$ cat src/rtl/flash_programmer_if.sv
// flash_programmer_if: run control, word stream and flash driver bus.
// master = programmer side, slave = host/driver side.
interface flash_programmer_if #(
  parameter int FLASH_ADDR_SIZE = 22
);
  logic                       start;
  logic [FLASH_ADDR_SIZE-1:0] base_addr;
  logic [FLASH_ADDR_SIZE-1:0] word_count;
  logic [15:0]                in_data;
  logic                       in_valid;
  logic                       in_ready;
  logic                       active;
  logic                       done;
  logic [1:0]                 err_code;
  logic [FLASH_ADDR_SIZE-1:0] err_addr;
  logic [FLASH_ADDR_SIZE-1:0] drv_addr;
  logic [15:0]                drv_data_in;
  logic [15:0]                drv_data_out;
  logic                       drv_enable_read;
  logic                       drv_enable_erase;
  logic                       drv_enable_write;
  logic                       drv_busy;

  modport master (
    input  start, base_addr, word_count,
    input  in_data, in_valid,
    input  drv_data_out, drv_busy,
    output in_ready, active, done,
    output err_code, err_addr,
    output drv_addr, drv_data_in,
    output drv_enable_read,
    output drv_enable_erase,
    output drv_enable_write
  );

  modport slave (
    output start, base_addr, word_count,
    output in_data, in_valid,
    output drv_data_out, drv_busy,
    input  in_ready, active, done,
    input  err_code, err_addr,
    input  drv_addr, drv_data_in,
    input  drv_enable_read,
    input  drv_enable_erase,
    input  drv_enable_write
  );
endinterface

$ cat src/rtl/flash_programmer.sv
// flash_programmer: erase/write/verify sequencer feeding the flash driver.
// Ports: clk, rst (async, active high), bus (flash_programmer_if.master):
//   start/base_addr/word_count run control, in_data/in_valid/in_ready
//   word stream, active/done/err_code/err_addr status, drv_* driver bus.
module flash_programmer #(
  parameter int FLASH_ADDR_SIZE = 22,
  parameter int BLOCK_ADDR_BITS = 16,
  parameter int TIMEOUT_CYCLES  = 67108864
) (
  input  logic               clk,
  input  logic               rst,
  flash_programmer_if.master bus
);

  localparam int AW = FLASH_ADDR_SIZE;
  localparam int TW = $clog2(TIMEOUT_CYCLES + 1);
  localparam logic [AW-1:0] A_ONE  = AW'(1);
  localparam logic [TW-1:0] T_ONE  = TW'(1);
  localparam logic [TW-1:0] T_LAST = TW'(TIMEOUT_CYCLES - 1);

  typedef enum logic [3:0] {
    IDLE,
    FETCH,
    ER_ISSUE,
    ER_HI,
    ER_LO,
    WR_ISSUE,
    WR_HI,
    WR_LO,
    RD_REQ,
    RD_HI,
    RD_LO,
    RD_SAMPLE,
    GAP,
    FINISH
  } state_t;

  state_t        r_state;
  logic [AW-1:0] r_cur_addr;
  logic [AW-1:0] r_remaining;
  logic [15:0]   r_word;
  logic          r_first;
  logic [TW-1:0] r_timer;
  logic          r_gap;
  logic          r_in_ready;
  logic          r_active;
  logic          r_done;
  logic [1:0]    r_err_code;
  logic [AW-1:0] r_err_addr;
  logic [AW-1:0] r_drv_addr;
  logic [15:0]   r_drv_data_in;
  logic          r_en_rd;
  logic          r_en_er;
  logic          r_en_wr;

  logic   w_blk_start;
  logic   w_addr_max;
  logic   w_last;
  logic   w_timeout;
  logic   w_hi_state;
  logic   w_wait_met;
  state_t w_wait_next;

  assign w_blk_start =
    (r_cur_addr[BLOCK_ADDR_BITS-1:0] == '0);
  assign w_addr_max = &r_cur_addr;
  assign w_last     = (r_remaining == A_ONE);
  assign w_timeout  = (r_timer == T_LAST);

  // HI states wait for busy to rise, LO states for it to fall
  assign w_hi_state = (r_state == ER_HI) ||
                      (r_state == WR_HI) ||
                      (r_state == RD_HI);
  assign w_wait_met = w_hi_state ? bus.drv_busy
                                 : !bus.drv_busy;

  always_comb begin
    w_wait_next = FINISH;
    unique case (r_state)
      ER_HI:   w_wait_next = ER_LO;
      ER_LO:   w_wait_next = WR_ISSUE;
      WR_HI:   w_wait_next = WR_LO;
      WR_LO:   w_wait_next = RD_REQ;
      RD_HI:   w_wait_next = RD_LO;
      RD_LO:   w_wait_next = RD_SAMPLE;
      default: w_wait_next = FINISH;
    endcase
  end

  always_ff @(posedge clk or posedge rst) begin
    if (rst) begin
      r_state       <= IDLE;
      r_cur_addr    <= '0;
      r_remaining   <= '0;
      r_word        <= '0;
      r_first       <= 1'b0;
      r_timer       <= '0;
      r_gap         <= 1'b0;
      r_in_ready    <= 1'b0;
      r_active      <= 1'b0;
      r_done        <= 1'b0;
      r_err_code    <= 2'd0;
      r_err_addr    <= '0;
      r_drv_addr    <= '0;
      r_drv_data_in <= '0;
      r_en_rd       <= 1'b0;
      r_en_er       <= 1'b0;
      r_en_wr       <= 1'b0;
    end else begin
      r_done <= 1'b0;
      unique case (r_state)
        IDLE: begin
          // a busy driver may still be finishing an aborted run
          if (bus.start && !bus.drv_busy) begin
            r_err_code  <= 2'd0;
            r_err_addr  <= '0;
            r_cur_addr  <= bus.base_addr;
            r_remaining <= bus.word_count;
            r_first     <= 1'b1;
            if (bus.word_count == '0) begin
              r_done  <= 1'b1;
              r_state <= FINISH;
            end else begin
              r_active   <= 1'b1;
              r_in_ready <= 1'b1;
              r_state    <= FETCH;
            end
          end
        end
        FETCH: begin
          if (bus.in_valid) begin
            r_word        <= bus.in_data;
            r_drv_data_in <= bus.in_data;
            r_drv_addr    <= r_cur_addr;
            r_in_ready    <= 1'b0;
            if (r_first || w_blk_start) begin
              r_en_er <= 1'b1;
              r_state <= ER_ISSUE;
            end else begin
              r_en_wr <= 1'b1;
              r_state <= WR_ISSUE;
            end
          end
        end
        ER_ISSUE: begin
          r_en_er <= 1'b0;
          r_timer <= '0;
          r_state <= ER_HI;
        end
        WR_ISSUE: begin
          r_en_wr <= 1'b0;
          r_timer <= '0;
          r_state <= WR_HI;
        end
        RD_REQ: begin
          r_timer <= '0;
          r_state <= RD_HI;
        end
        ER_HI, ER_LO, WR_HI, WR_LO, RD_HI, RD_LO: begin
          if (w_wait_met) begin
            r_timer <= '0;
            r_state <= w_wait_next;
            if (r_state == ER_LO) r_en_wr <= 1'b1;
            if (r_state == WR_LO) r_en_rd <= 1'b1;
          end else if (w_timeout) begin
            r_err_code <= 2'd1;
            r_err_addr <= r_cur_addr;
            r_en_rd    <= 1'b0;
            r_en_er    <= 1'b0;
            r_en_wr    <= 1'b0;
            r_active   <= 1'b0;
            r_done     <= 1'b1;
            r_state    <= FINISH;
          end else begin
            r_timer <= r_timer + T_ONE;
          end
        end
        RD_SAMPLE: begin
          if (bus.drv_data_out != r_word) begin
            r_err_code <= 2'd2;
            r_err_addr <= r_cur_addr;
          end
          r_en_rd <= 1'b0;
          r_gap   <= 1'b0;
          r_state <= GAP;
        end
        GAP: begin
          if (!r_gap) begin
            r_gap <= 1'b1;
          end else if (r_err_code != 2'd0 || w_last) begin
            r_active <= 1'b0;
            r_done   <= 1'b1;
            r_state  <= FINISH;
          end else if (w_addr_max) begin
            r_err_code <= 2'd3;
            r_err_addr <= r_cur_addr;
            r_active   <= 1'b0;
            r_done     <= 1'b1;
            r_state    <= FINISH;
          end else begin
            r_cur_addr  <= r_cur_addr + A_ONE;
            r_remaining <= r_remaining - A_ONE;
            r_first     <= 1'b0;
            r_in_ready  <= 1'b1;
            r_state     <= FETCH;
          end
        end
        FINISH: begin
          r_active <= 1'b0;
          r_state  <= IDLE;
        end
        default: r_state <= IDLE;
      endcase
    end
  end

  assign bus.in_ready         = r_in_ready;
  assign bus.active           = r_active;
  assign bus.done             = r_done;
  assign bus.err_code         = r_err_code;
  assign bus.err_addr         = r_err_addr;
  assign bus.drv_addr         = r_drv_addr;
  assign bus.drv_data_in      = r_drv_data_in;
  assign bus.drv_enable_read  = r_en_rd;
  assign bus.drv_enable_erase = r_en_er;
  assign bus.drv_enable_write = r_en_wr;

endmodule

$ cat src/flat_wrapper.sv
// flat-port wrapper written by rule: the top's interface ports become plain ports
module flash_programmer_flat 
#(
  parameter int FLASH_ADDR_SIZE = 22,
  parameter int BLOCK_ADDR_BITS = 16,
  parameter int TIMEOUT_CYCLES  = 67108864
)
  (clk, rst, bus_start, bus_base_addr, bus_word_count, bus_in_data, bus_in_valid, bus_drv_data_out, bus_drv_busy, bus_in_ready, bus_active, bus_done, bus_err_code, bus_err_addr, bus_drv_addr, bus_drv_data_in, bus_drv_enable_read, bus_drv_enable_erase, bus_drv_enable_write);
  flash_programmer_if #(.FLASH_ADDR_SIZE(FLASH_ADDR_SIZE)) bus_i ();
  input  logic clk;
  input  logic rst;
  input wire logic [$bits(bus_i.start)-1:0] bus_start;
  input wire logic [$bits(bus_i.base_addr)-1:0] bus_base_addr;
  input wire logic [$bits(bus_i.word_count)-1:0] bus_word_count;
  input wire logic [$bits(bus_i.in_data)-1:0] bus_in_data;
  input wire logic [$bits(bus_i.in_valid)-1:0] bus_in_valid;
  input wire logic [$bits(bus_i.drv_data_out)-1:0] bus_drv_data_out;
  input wire logic [$bits(bus_i.drv_busy)-1:0] bus_drv_busy;
  output wire logic [$bits(bus_i.in_ready)-1:0] bus_in_ready;
  output wire logic [$bits(bus_i.active)-1:0] bus_active;
  output wire logic [$bits(bus_i.done)-1:0] bus_done;
  output wire logic [$bits(bus_i.err_code)-1:0] bus_err_code;
  output wire logic [$bits(bus_i.err_addr)-1:0] bus_err_addr;
  output wire logic [$bits(bus_i.drv_addr)-1:0] bus_drv_addr;
  output wire logic [$bits(bus_i.drv_data_in)-1:0] bus_drv_data_in;
  output wire logic [$bits(bus_i.drv_enable_read)-1:0] bus_drv_enable_read;
  output wire logic [$bits(bus_i.drv_enable_erase)-1:0] bus_drv_enable_erase;
  output wire logic [$bits(bus_i.drv_enable_write)-1:0] bus_drv_enable_write;
  assign bus_i.start = bus_start;
  assign bus_i.base_addr = bus_base_addr;
  assign bus_i.word_count = bus_word_count;
  assign bus_i.in_data = bus_in_data;
  assign bus_i.in_valid = bus_in_valid;
  assign bus_i.drv_data_out = bus_drv_data_out;
  assign bus_i.drv_busy = bus_drv_busy;
  assign bus_in_ready = bus_i.in_ready;
  assign bus_active = bus_i.active;
  assign bus_done = bus_i.done;
  assign bus_err_code = bus_i.err_code;
  assign bus_err_addr = bus_i.err_addr;
  assign bus_drv_addr = bus_i.drv_addr;
  assign bus_drv_data_in = bus_i.drv_data_in;
  assign bus_drv_enable_read = bus_i.drv_enable_read;
  assign bus_drv_enable_erase = bus_i.drv_enable_erase;
  assign bus_drv_enable_write = bus_i.drv_enable_write;
  flash_programmer #(.FLASH_ADDR_SIZE(FLASH_ADDR_SIZE), .BLOCK_ADDR_BITS(BLOCK_ADDR_BITS), .TIMEOUT_CYCLES(TIMEOUT_CYCLES)) u_core (.clk(clk), .rst(rst), .bus(bus_i));
endmodule
$ cat config.mk
export PLATFORM = sky130hd
export DESIGN_NAME = flash_programmer_flat
export DESIGN_NICKNAME = d
export VERILOG_FILES = /design/src/rtl/flash_programmer_if.sv /design/src/rtl/flash_programmer.sv /design/src/flat_wrapper.sv
export SDC_FILE = /design/constraint.sdc
export NUM_CORES = 1
export LEC_CHECK = 0
export ABC_AREA = 1
export BUFFER_PORTS_ARGS = -buffer_cell sky130_fd_sc_hd__buf_4
export CAP_MARGIN = 25
export CORE_ASPECT_RATIO = 0.75
export CORE_UTILIZATION = 30
export CTS_BUF_LIST = sky130_fd_sc_hd__clkbuf_8
export DETAILED_ROUTE_END_ITERATION = 10
export GPL_TIMING_DRIVEN = 0
export PLACE_DENSITY_LB_ADDON = 0.1
export SYNTH_ARGS = -nofsm -noshare
export SYNTH_HDL_FRONTEND = slang
export SYNTH_SLANG_ARGS = --single-unit
$ cat constraint.sdc
create_clock -name clk -period 11.11 [get_ports clk]
set_input_delay 1.111 -clock clk [delete_from_list [all_inputs] [get_ports clk]]
set_output_delay 1.111 -clock clk [all_outputs]
set_load 0.005 [all_outputs]
==> results of run 1 <==
==> cells in the final DEF (no fill, tap or decap), types with 15 or more instances in the layout <==
master    count
buf_2        18
buf_4       152
clkbuf_1     15
clkbuf_8     17
dfrtp_1     145
inv_1       113
nand2_1     482
nand3_1      98
nand4_1      29
nor2_1      169
nor3_1       20
o21ai_0      80
o21ai_1      29
xor2_1       19
==> routing by layer <==
layer | global-route usage | vias to the layer above | part of all wire
met5 | 0 | - | 0
li1 | - | 4538 | -
met4 | 0.0412 | 0 | 0.0079
met3 | 0.0361 | 12 | 0.048
met1 | 0.304 | 4254 | 0.51
met2 | 0.313 | 219 | 0.43
==> logic make-up (layout without fill, tap and decap cells) <==
logic type | count (synthesis) | after routing | share of synthesized area
AO/OA/AOI/OAI | 143 | 143 | 0.0871
XOR/XNOR | 23 | 23 | 0.0227
adder cells (fa/ha/maj) | 5 | 5 | 0.00704
buffers and inverters | 169 | 350 | 0.0806
flip-flops | 145 | 145 | 0.408
multiplexers | 4 | 4 | 0.00450
other | 0 | 1 | 0
AND/OR/NAND/NOR | 832 | 832 | 0.390
==> area by class of cell <==
type	instances	area share
diodes	1	0.000229
clock inverters	15	0.0133
clock buffers	17	0.0214
flip-flops and latches	145	0.333
plain buffers	44	0.0227
multi-input cells	1007	0.417
repair buffers	149	0.104
inverters	125	0.0437
well taps	392	0.0450
==> flip-flops by register name, summed over array words and instances (netlist names), 2 cells and up <==
signal               count
u_core.r_remaining      22
u_core.r_timer          27
u_core.r_cur_addr       22
u_core.bus.drv_addr     22
u_core.r_state           4
u_core.r_word           16
u_core.bus.err_code      2
u_core.bus.err_addr     22
==> power by group through the flow <==
| stage | logic [mW] | registers [mW] | clock network (mW) |
|---|---|---|---|
| after floorplan | 1.04 | 0.884 | 0 |
| after global placement | 1.61 | 0.923 | 0 |
| after detailed placement | 1.63 | 0.922 | 0 |
| after CTS | 1.64 | 0.914 | 0.444 |
| after global routing | 1.83 | 0.943 | 0.466 |
| final | 1.62 | 0.915 | 0.429 |
==> worst min-delay path: stages, from the launching register on <==
cell	delay [ns]
dfrtp_1	0.36
nand2_1	0.05
nand2_1	0.04
==> worst max path at each step <==
stage | from | slack, ns | to | cells past startpoint
after detailed placement | bus_word_count[1] | 8.46 | u_core.bus.in_ready$_DFFE_PP0P_ | 8
after CTS | u_core.r_cur_addr[0]$_DFFE_PP0P_ | 8.64 | u_core.r_remaining[19]$_DFFE_PP0P_ | 13
after floorplan | rst | 6.10 | u_core.bus.active$_DFFE_PP0P_ | 1
after global placement | rst | 3.80 | u_core.bus.drv_addr[12]$_DFFE_PP0P_ | 2
final | u_core.r_cur_addr[0]$_DFFE_PP0P_ | 8.60 | u_core.r_remaining[11]$_DFFE_PP0P_ | 13
after global routing | u_core.r_cur_addr[1]$_DFFE_PP0P_ | 8.41 | u_core.r_cur_addr[1]$_DFFE_PP0P_ | 13
==> impl_metrics.py, run 1 <==
metrics = {
    "power": {
        "switching_power_mw": 1.47,
        "ir_drop_uv": 98.0,
        "p_per_area_nw_per_um2": 272,
        "netSwitchingFraction": 0.497,
        "internal_power_mw": 1.49,
        "finalPower_mw": 2.96,
        "power.leakage_nw": 5.56,
        "seq_power_share": 0.309,
        "clockPowerShare": 0.145,
        "power_frac_comb": 0.547,
    },
    "route": {
        "drtIter0Drc": 712,
        "ant_nets": 0,
        "route.detailed.wl_per_inst_um": 16.0,
        "wirelength_um": 30200,
        "via_per_inst": 4.76,
        "route.detailed.drc": 0,
        "drt_pass1_iterations": 5,
        "vias": 9023,
    },
    "final_layout": {
        "syn2layout_area_growth_pct": 22.7,
        "fin_util": 0.375,
        "multi_input_area_um2": 4550,
        "n_fill_cell": 3178,
        "seqCellArea_um2": 3630,
        "stdcell_area_um2": 10900,
        "drive_above_1_share": 0.168,
        "fin_cells": 1895,
        "fin_nets": 1575,
    },
    "setup_path": {
        "critPathMaxFanout": 10,
        "worstPathRequired_ns": 11.53,
        "slowest_stage": "dfrtp_1",
        "arrival_ns": 2.93,
        "rr_endpoint": "u_core.r_remaining[11]$_DFFE_PP0P_",
        "reg2reg_depth": 13,
        "critPathKind": "reg2reg",
        "path_buf_inv": 4,
        "r2r_slack_ns": 8.60,
        "cp_top_family": "simple AND/OR/NAND/NOR gates",
        "r2r-start": "u_core.r_cur_addr[0]$_DFFE_PP0P_",
        "endpoint_kind": "flip-flop",
        "slowest_delay_ns": 0.41,
        "critPathLaunchType": "flip-flop",
        "path_common_cell": "nand2_1",
        "crit_chain": "ha_1 -> nand3_1 -> inv_1 -> nand2_1 -> nor2_2 -> nand3_1 -> nand2_1 -> inv_2 -> nand2_2 -> buf_6 -> buf_4 -> nand2_1 -> nand2_1",
    },
    "clocking": {
        "cts_tree": "built",
        "ctsHoldBuffers": 0,
        "post_cts_buffers": 0,
        "clk_latency_ns": 0.48,
        "cts_made_buffers": 17,
        "post_cts_resized": 0,
        "cts_sinks": 145,
        "h-tree-depth": 4,
        "cts.clk_slew.worst_paths_ns": 0.09,
        "cts_buffer_depth": 2,
        "cts-root-buf": "clkbuf_8",
    },
    "flow_run": {
        "drv_cap": 0,
    },
    "sta": {
        "fin_skew_ns": 0.0124,
        "tns_ns": 0,
        "hold_ws_ns": 0.482,
        "fmax_mhz": 398,
        "postLayoutSetupSlackWorst_ns": 8.60,
        "relSlewSlack": 0.471,
        "slew_violations": 0,
        "tightest_slew_ns": 0.793,
        "hold_violations": 0,
        "finalCriticalPeriod_ns": 2.51,
        "setup_viol": 0,
        "fin_crit_sh": 0.226,
        "rsz0062_at_grt": "false",
    },
    "floorplanning": {
        "core_um2": 29100,
        "die_h_um": 151,
        "io-pin-count": 149,
        "die-area_um2": 30300,
        "die_width_um": 201,
        "num_rows": 54,
        "initial_core_util": 0.305,
    },
    "placed_design": {
        "dp_cells": 1862,
        "hpwl_um": 22800,
        "numPortBuffers": 148,
        "gp_congestion": 0.888,
        "place_ws_ns": 8.46,
        "place_area_um2": 10500,
    },
    "grt": {
        "grt.overflow.total": 0,
        "grt_use_total": 0.206,
        "grt_start_max_net_pins": 78,
        "antenna_found_initial": 0,
        "grt_pass1_vias": 8445,
        "grt_pass1_wl_um": 48100,
    },
    "yosys": {
        "synth_top_area_frac": 0.408,
        "synth_flop_cell": "dfrtp_1",
        "synthTopCellsByCount": "nand2_1, nor2_1, dfrtp_1",
        "synth_most_common_cell": "nand2_1",
        "synth_edf_count": 0,
        "avgSynthCellArea_um2": 6.73,
        "ys_seq_elements": 145,
        "yosys_warnings": 0,
        "syn_nets": 1407,
        "synthTopCellsByArea": "dfrtp_1, nand2_1, nor2_1, nand3_1, inv_1",
        "postSynth.asyncResetShare": 1.00,
        "netlist_area_um2": 8890,
        "synth_area_leader_cell": "dfrtp_1",
        "ys_seq_area_frac": 0.408,
        "ys_types": 39,
        "synthCells": 1321,
    },
    "hold_path": {
        "whs_path_depth": 2,
        "holdPathEnd": "u_core.bus.err_addr[8]$_DFFE_PP0P_",
        "hp-class": "reg2reg",
        "min-delay-start": "u_core.bus.err_addr[8]$_DFFE_PP0P_",
    },
    "outcome": {
        "status": "completed",
    },
}
No activity file was read; power rests on OpenSTA's default activity.
==> inputs of run 2 (changes only) <==
- clock period: 11.11 -> 2.3 ns (I/O delays scaled with it)
==> run 2 against run 1 <==
Sequential power grew to 4.9 times the previous value; utilization is 1.7 points higher; final cell count is 1.7% higher; largest power group unchanged; fmax is 16% higher; non-clock buffer count is 33 higher; register-to-register slack worse by 8.5 ns; highest routed layer unchanged; sequential cell count stayed put; largest cell class unchanged.
==> impl_metrics.py, run 2 (same netlist as run 1, synthesis figures left out) <==
metrics = {
    "sta": {
        "hold_ws_ns": 0.0394,
        "relSlewSlack": 0.528,
        "fmax_mhz": 461,
        "tightest_slew_ns": 0.702,
        "fin_skew_ns": 0.0199,
        "postLayoutSetupSlackWorst_ns": 0.131,
        "setup_viol": 0,
        "finalCriticalPeriod_ns": 2.17,
        "hold_violations": 0,
        "fin_crit_sh": 0.943,
        "slew_violations": 0,
    },
    "clocking": {
        "cts_sinks": 145,
        "cts-root-buf": "clkbuf_8",
        "clk_latency_ns": 0.49,
        "h-tree-depth": 4,
        "cts_made_buffers": 17,
        "cts.clk_slew.worst_paths_ns": 0.09,
        "cts_buffer_depth": 2,
        "cts_tree": "built",
    },
    "placed_design": {
        "gp_congestion": 0.873,
        "numPortBuffers": 148,
        "hpwl_um": 23000,
        "place_ws_ns": -0.149,
        "dp_cells": 1865,
    },
    "route": {
        "route.detailed.wl_per_inst_um": 15.8,
        "drtIter0Drc": 727,
        "route.detailed.drc": 0,
        "drt_pass1_iterations": 5,
        "wirelength_um": 30400,
        "ant_nets": 0,
        "via_per_inst": 4.76,
        "vias": 9169,
    },
    "floorplanning": {
        "initial_core_util": 0.305,
        "core_um2": 29100,
        "die_h_um": 151,
        "io-pin-count": 149,
        "num_rows": 54,
        "die_width_um": 201,
        "die-area_um2": 30300,
    },
    "final_layout": {
        "fin_cells": 1927,
        "layout_commonest_cell": "nand2_1",
        "top_register": "u_core.r_timer",
        "syn2layout_area_growth_pct": 28.2,
        "layout_common_cells": "nand2_1, buf_4, nor2_1",
        "fin_nets": 1608,
        "fin_util": 0.391,
        "largest_reg_flops": 27,
        "drive_above_1_share": 0.192,
        "n_antenna_cell": 0,
    },
    "setup_path": {
        "endpoint_kind": "flip-flop",
        "worstPathRequired_ns": 2.68,
        "critPathKind": "reg2reg",
        "critPathLaunchType": "flip-flop",
        "critPathMaxFanout": 10,
        "arrival_ns": 2.54,
    },
    "power": {
        "ir_drop_uv": 459,
        "p_per_area_nw_per_um2": 1300,
        "power.leakage_nw": 5.77,
    },
    "hold_path": {
        "hp-class": "in2reg",
    },
    "grt": {
        "grt_use_total": 0.207,
        "grt_pass1_vias": 8644,
        "grt_start_max_net_pins": 41,
        "antenna_found_initial": 0,
        "grt_pass1_wl_um": 48200,
        "grt.overflow.total": 0,
    },
    "flow_run": {
        "drv_cap": 0,
    },
    "outcome": {
        "status": "completed",
    },
}
[run 2: cell types whose count changed in the layout (fill, tap and decap cells not counted), sizes merged]
cell / before / now
dlygate4sd3: 0 / 17
buf: 178 / 192
clkinv: 3 / 5
clkinvlp: 1 / 2
inv: 135 / 129
diode: 1 / 0
clkbuf: 32 / 35
bufinv: 1 / 3
[run 2: metal layers]
metal,global-route usage,vias to the layer above,wire length [µm]
met5,0,-,0
met4,0.0412,0,276
met2,0.318,234,13400
met3,0.0392,16,1780
li1,-,4603,-
met1,0.301,4316,15000
[run 2: worst max-delay path, cell delays in order (launching register included)]
cell,delay [ns]
dfrtp_1,0.43
nand2_1,0.17
nor2_1,0.19
nand4_1,0.17
nor2_1,0.17
nand2_1,0.11
nand2_1,0.12
nand2_2,0.12
nor2_8,0.19
nand2_4,0.11
buf_6,0.16
nand2_1,0.06
nand2_1,0.05
[run 2: report_power, final]
part | internal [mW] | total, mW | leakage, nW | switching (mW)
Clock | 1.12 | 2.25 | 0.216 | 1.13
Sequential | 3.55 | 4.44 | 1.87 | 0.891
Combinational | 2.96 | 8.12 | 3.68 | 5.16
Total | 7.63 | 14.8 | 5.77 | 7.18
[run 2: path summary, 6_finish.rpt]
| path | from | to | slack, ns | cells past startpoint |
|---|---|---|---|---|
| min reg2reg | u_core.bus.err_addr[8]$_DFFE_PP0P_ | u_core.bus.err_addr[8]$_DFFE_PP0P_ | 0.48 | 2 |
| min | bus_base_addr[12] | u_core.r_cur_addr[12]$_DFFE_PP0P_ | 0.04 | 5 |
| max in group asynchronous | rst | u_core.bus.err_addr[7]$_DFFE_PP0P_ | 1.17 | 6 |
| min in group asynchronous | rst | u_core.r_timer[13]$_DFFE_PP0P_ | 0.35 | 4 |
| max reg2reg | u_core.r_timer[9]$_DFFE_PP0P_ | u_core.bus.err_addr[12]$_DFFE_PP0P_ | 0.13 | 12 |
| max | u_core.r_timer[9]$_DFFE_PP0P_ | u_core.bus.err_addr[12]$_DFFE_PP0P_ | 0.13 | 12 |
[run 2: per-stage QoR]
step / power, mW / TNS (ns) / area, µm²
4_1_cts: 14.7 / 0 / 11200
6_report: 14.8 / 0 / 11400
2_1_floorplan: 9.29 / 0 / 8900
3_3_place_gp: 12.2 / -148.79 / 10500
5_1_grt: 16.2 / -0.0144 / 11400
3_5_place_dp: 12.3 / -6.96 / 10600
[run 2: timing repair]
item / CTS / global route
pin swaps: 2 / 4
gates resized for setup: 8 / 35
hold endpoints to repair: 51 / 0
endpoints found under the setup margin: 69 / 116
hold buffers: 17 / 0
setup buffers: 3 / 10
[run 2: cell type report]
cell class,instances,area (µm²)
buffer,44,262
clock buffer,18,248
clock inverter,14,180
fill,3143,17700
inverter,125,473
multi-input combinational,1007,4650
sequential,145,3630
tap,392,490
timing repair buffer,182,1460
==> inputs of run 3 (changes only) <==
- CTS_BUF_LIST: sky130_fd_sc_hd__clkbuf_8 -> sky130_fd_sc_hd__clkbuf_16
==> run 3 against run 2 <==
Final area is 1.4% higher; fmax is 1.2% lower; clock-buffer cell count is 1 lower.
==> impl_metrics.py, run 3 (same netlist as run 1, synthesis figures left out) <==
metrics = {
    "grt": {
        "antenna_found_initial": 0,
        "grt_pass1_vias": 8662,
        "grt_pass1_wl_um": 48300,
        "grt_start_max_net_pins": 41,
        "grt.overflow.total": 0,
        "grt_use_total": 0.207,
    },
    "power": {
        "power_frac_comb": 0.523,
        "p_per_area_nw_per_um2": 1340,
        "switching_power_mw": 7.29,
        "netSwitchingFraction": 0.470,
        "seq_power_share": 0.287,
        "internal_power_mw": 8.23,
        "power.leakage_nw": 5.83,
        "ir_drop_uv": 587,
        "clockPowerShare": 0.190,
    },
    "final_layout": {
        "syn2layout_area_growth_pct": 29.9,
        "largest_reg_flops": 27,
        "n_antenna_cell": 0,
        "drive_above_1_share": 0.193,
        "layout_common_cells": "nand2_1, buf_4, nor2_1",
        "fin_cells": 1924,
        "fin_nets": 1605,
        "stdcell_area_um2": 11600,
        "top_register": "u_core.r_timer",
        "layout_commonest_cell": "nand2_1",
    },
    "route": {
        "route.detailed.drc": 0,
        "wirelength_um": 30600,
        "drtIter0Drc": 748,
        "route.detailed.wl_per_inst_um": 15.9,
        "via_per_inst": 4.77,
        "ant_nets": 0,
        "drt_pass1_iterations": 7,
        "vias": 9177,
    },
    "setup_path": {
        "critPathKind": "reg2reg",
        "worstPathRequired_ns": 2.69,
        "endpoint_kind": "flip-flop",
        "critPathMaxFanout": 10,
        "critPathLaunchType": "flip-flop",
        "arrival_ns": 2.58,
    },
    "sta": {
        "fmax_mhz": 456,
        "fin_crit_sh": 0.954,
        "hold_ws_ns": 0.0173,
        "tightest_slew_ns": 0.722,
        "finalCriticalPeriod_ns": 2.19,
        "relSlewSlack": 0.515,
        "slew_violations": 0,
        "hold_violations": 0,
        "setup_viol": 0,
        "fin_skew_ns": 0.0144,
        "tns_ns": 0,
        "rsz0062_at_grt": "false",
    },
    "floorplanning": {
        "io-pin-count": 149,
        "num_rows": 54,
        "core_um2": 29100,
        "die_width_um": 201,
        "die_h_um": 151,
        "initial_core_util": 0.305,
        "die-area_um2": 30300,
    },
    "clocking": {
        "h-tree-depth": 4,
        "cts-root-buf": "clkbuf_16",
        "clk_latency_ns": 0.45,
        "cts.clk_slew.worst_paths_ns": 0.06,
        "cts_sinks": 145,
        "cts_made_buffers": 17,
        "cts_tree": "built",
        "cts_buffer_depth": 2,
    },
    "placed_design": {
        "gp_congestion": 0.873,
        "place_area_um2": 10600,
        "hpwl_um": 23000,
        "numPortBuffers": 148,
        "dp_cells": 1865,
    },
    "outcome": {
        "status": "completed",
    },
    "hold_path": {
        "hp-class": "in2reg",
    },
    "flow_run": {
        "drv_cap": 0,
    },
}
[run 3: cell count changes in the layout (fill, tap and decap cells not counted), sizes merged]
| cell | before | now |
|---|---|---|
| dlygate4sd3 | 17 | 13 |
| nor2 | 181 | 182 |
| clkinv | 5 | 6 |
| buf | 192 | 191 |
[run 3: per-stage QoR]
step	utilization	setup slack [ns]	power, mW
after floorplan	-	0.251	9.29
after global placement	0.360	-0.986	12.2
after detailed placement	0.363	-0.149	12.3
after CTS	0.390	0.00689	15.4
after global routing	0.397	0.00126	16.9
final	0.397	0.105	15.5
[run 3: routing by layer]
metal / up-vias / track usage / share of wire
met5: - / 0 / 0
met4: 0 / 0.0458 / 0.0063
met3: 12 / 0.0357 / 0.047
met2: 215 / 0.323 / 0.45
met1: 4344 / 0.300 / 0.50
li1: 4606 / - / -
[run 3: path summary, 6_finish.rpt]
path / startpoint / to / slack, ns / cells after the start
hold / removal: bus_in_data[5] / u_core.r_word[5]$_DFFE_PP0P_ / 0.02 / 3
setup reg to reg: u_core.r_state[3]$_DFFE_PP0P_ / u_core.r_cur_addr[18]$_DFFE_PP0P_ / 0.11 / 9
setup / recovery: u_core.r_state[3]$_DFFE_PP0P_ / u_core.r_cur_addr[18]$_DFFE_PP0P_ / 0.11 / 9
hold reg to reg: u_core.bus.err_addr[8]$_DFFE_PP0P_ / u_core.bus.err_addr[8]$_DFFE_PP0P_ / 0.48 / 2
min in group asynchronous: rst / u_core.r_timer[13]$_DFFE_PP0P_ / 0.39 / 4
max in group asynchronous: rst / u_core.bus.err_addr[12]$_DFFE_PP0P_ / 1.14 / 6
[run 3: timing repair]
action | in CTS | in global routing
pin swaps | 2 | 5
endpoints found under the hold margin | 47 | 0
hold buffers | 13 | 0
endpoints found under the setup margin | 69 | 121
gates resized for setup | 8 | 35
cloned | 0 | 1
buffers inserted | 2 | 11
[run 3: worst max-delay path, stage by stage, from the launching register on]
cell and delay (ns):
dfrtp_1 0.45, nand2_1 0.23, nor2_4 0.09, inv_2 0.08
buf_2 0.25, clkbuf_1 0.57, nand2_1 0.22, nand2_1 0.12
nand2_1 0.06, nand2_1 0.06
[run 3: power groups by stage]
stage | combinational, mW | clock (mW) | sequential (mW)
after floorplan | 5.02 | 0 | 4.27
after global placement | 7.78 | 0 | 4.45
after detailed placement | 7.90 | 0 | 4.45
after CTS | 7.97 | 3.02 | 4.42
after global routing | 9.14 | 3.12 | 4.60
final | 8.11 | 2.95 | 4.45
[run 3: area by class of cell]
type	count	area (µm²)
clock inverter	15	184
multi-input combinational	1008	4670
fill	3116	17600
clock buffer	17	425
tap	392	490
inverter	125	473
timing repair buffer	178	1420
sequential	145	3630
buffer	44	259
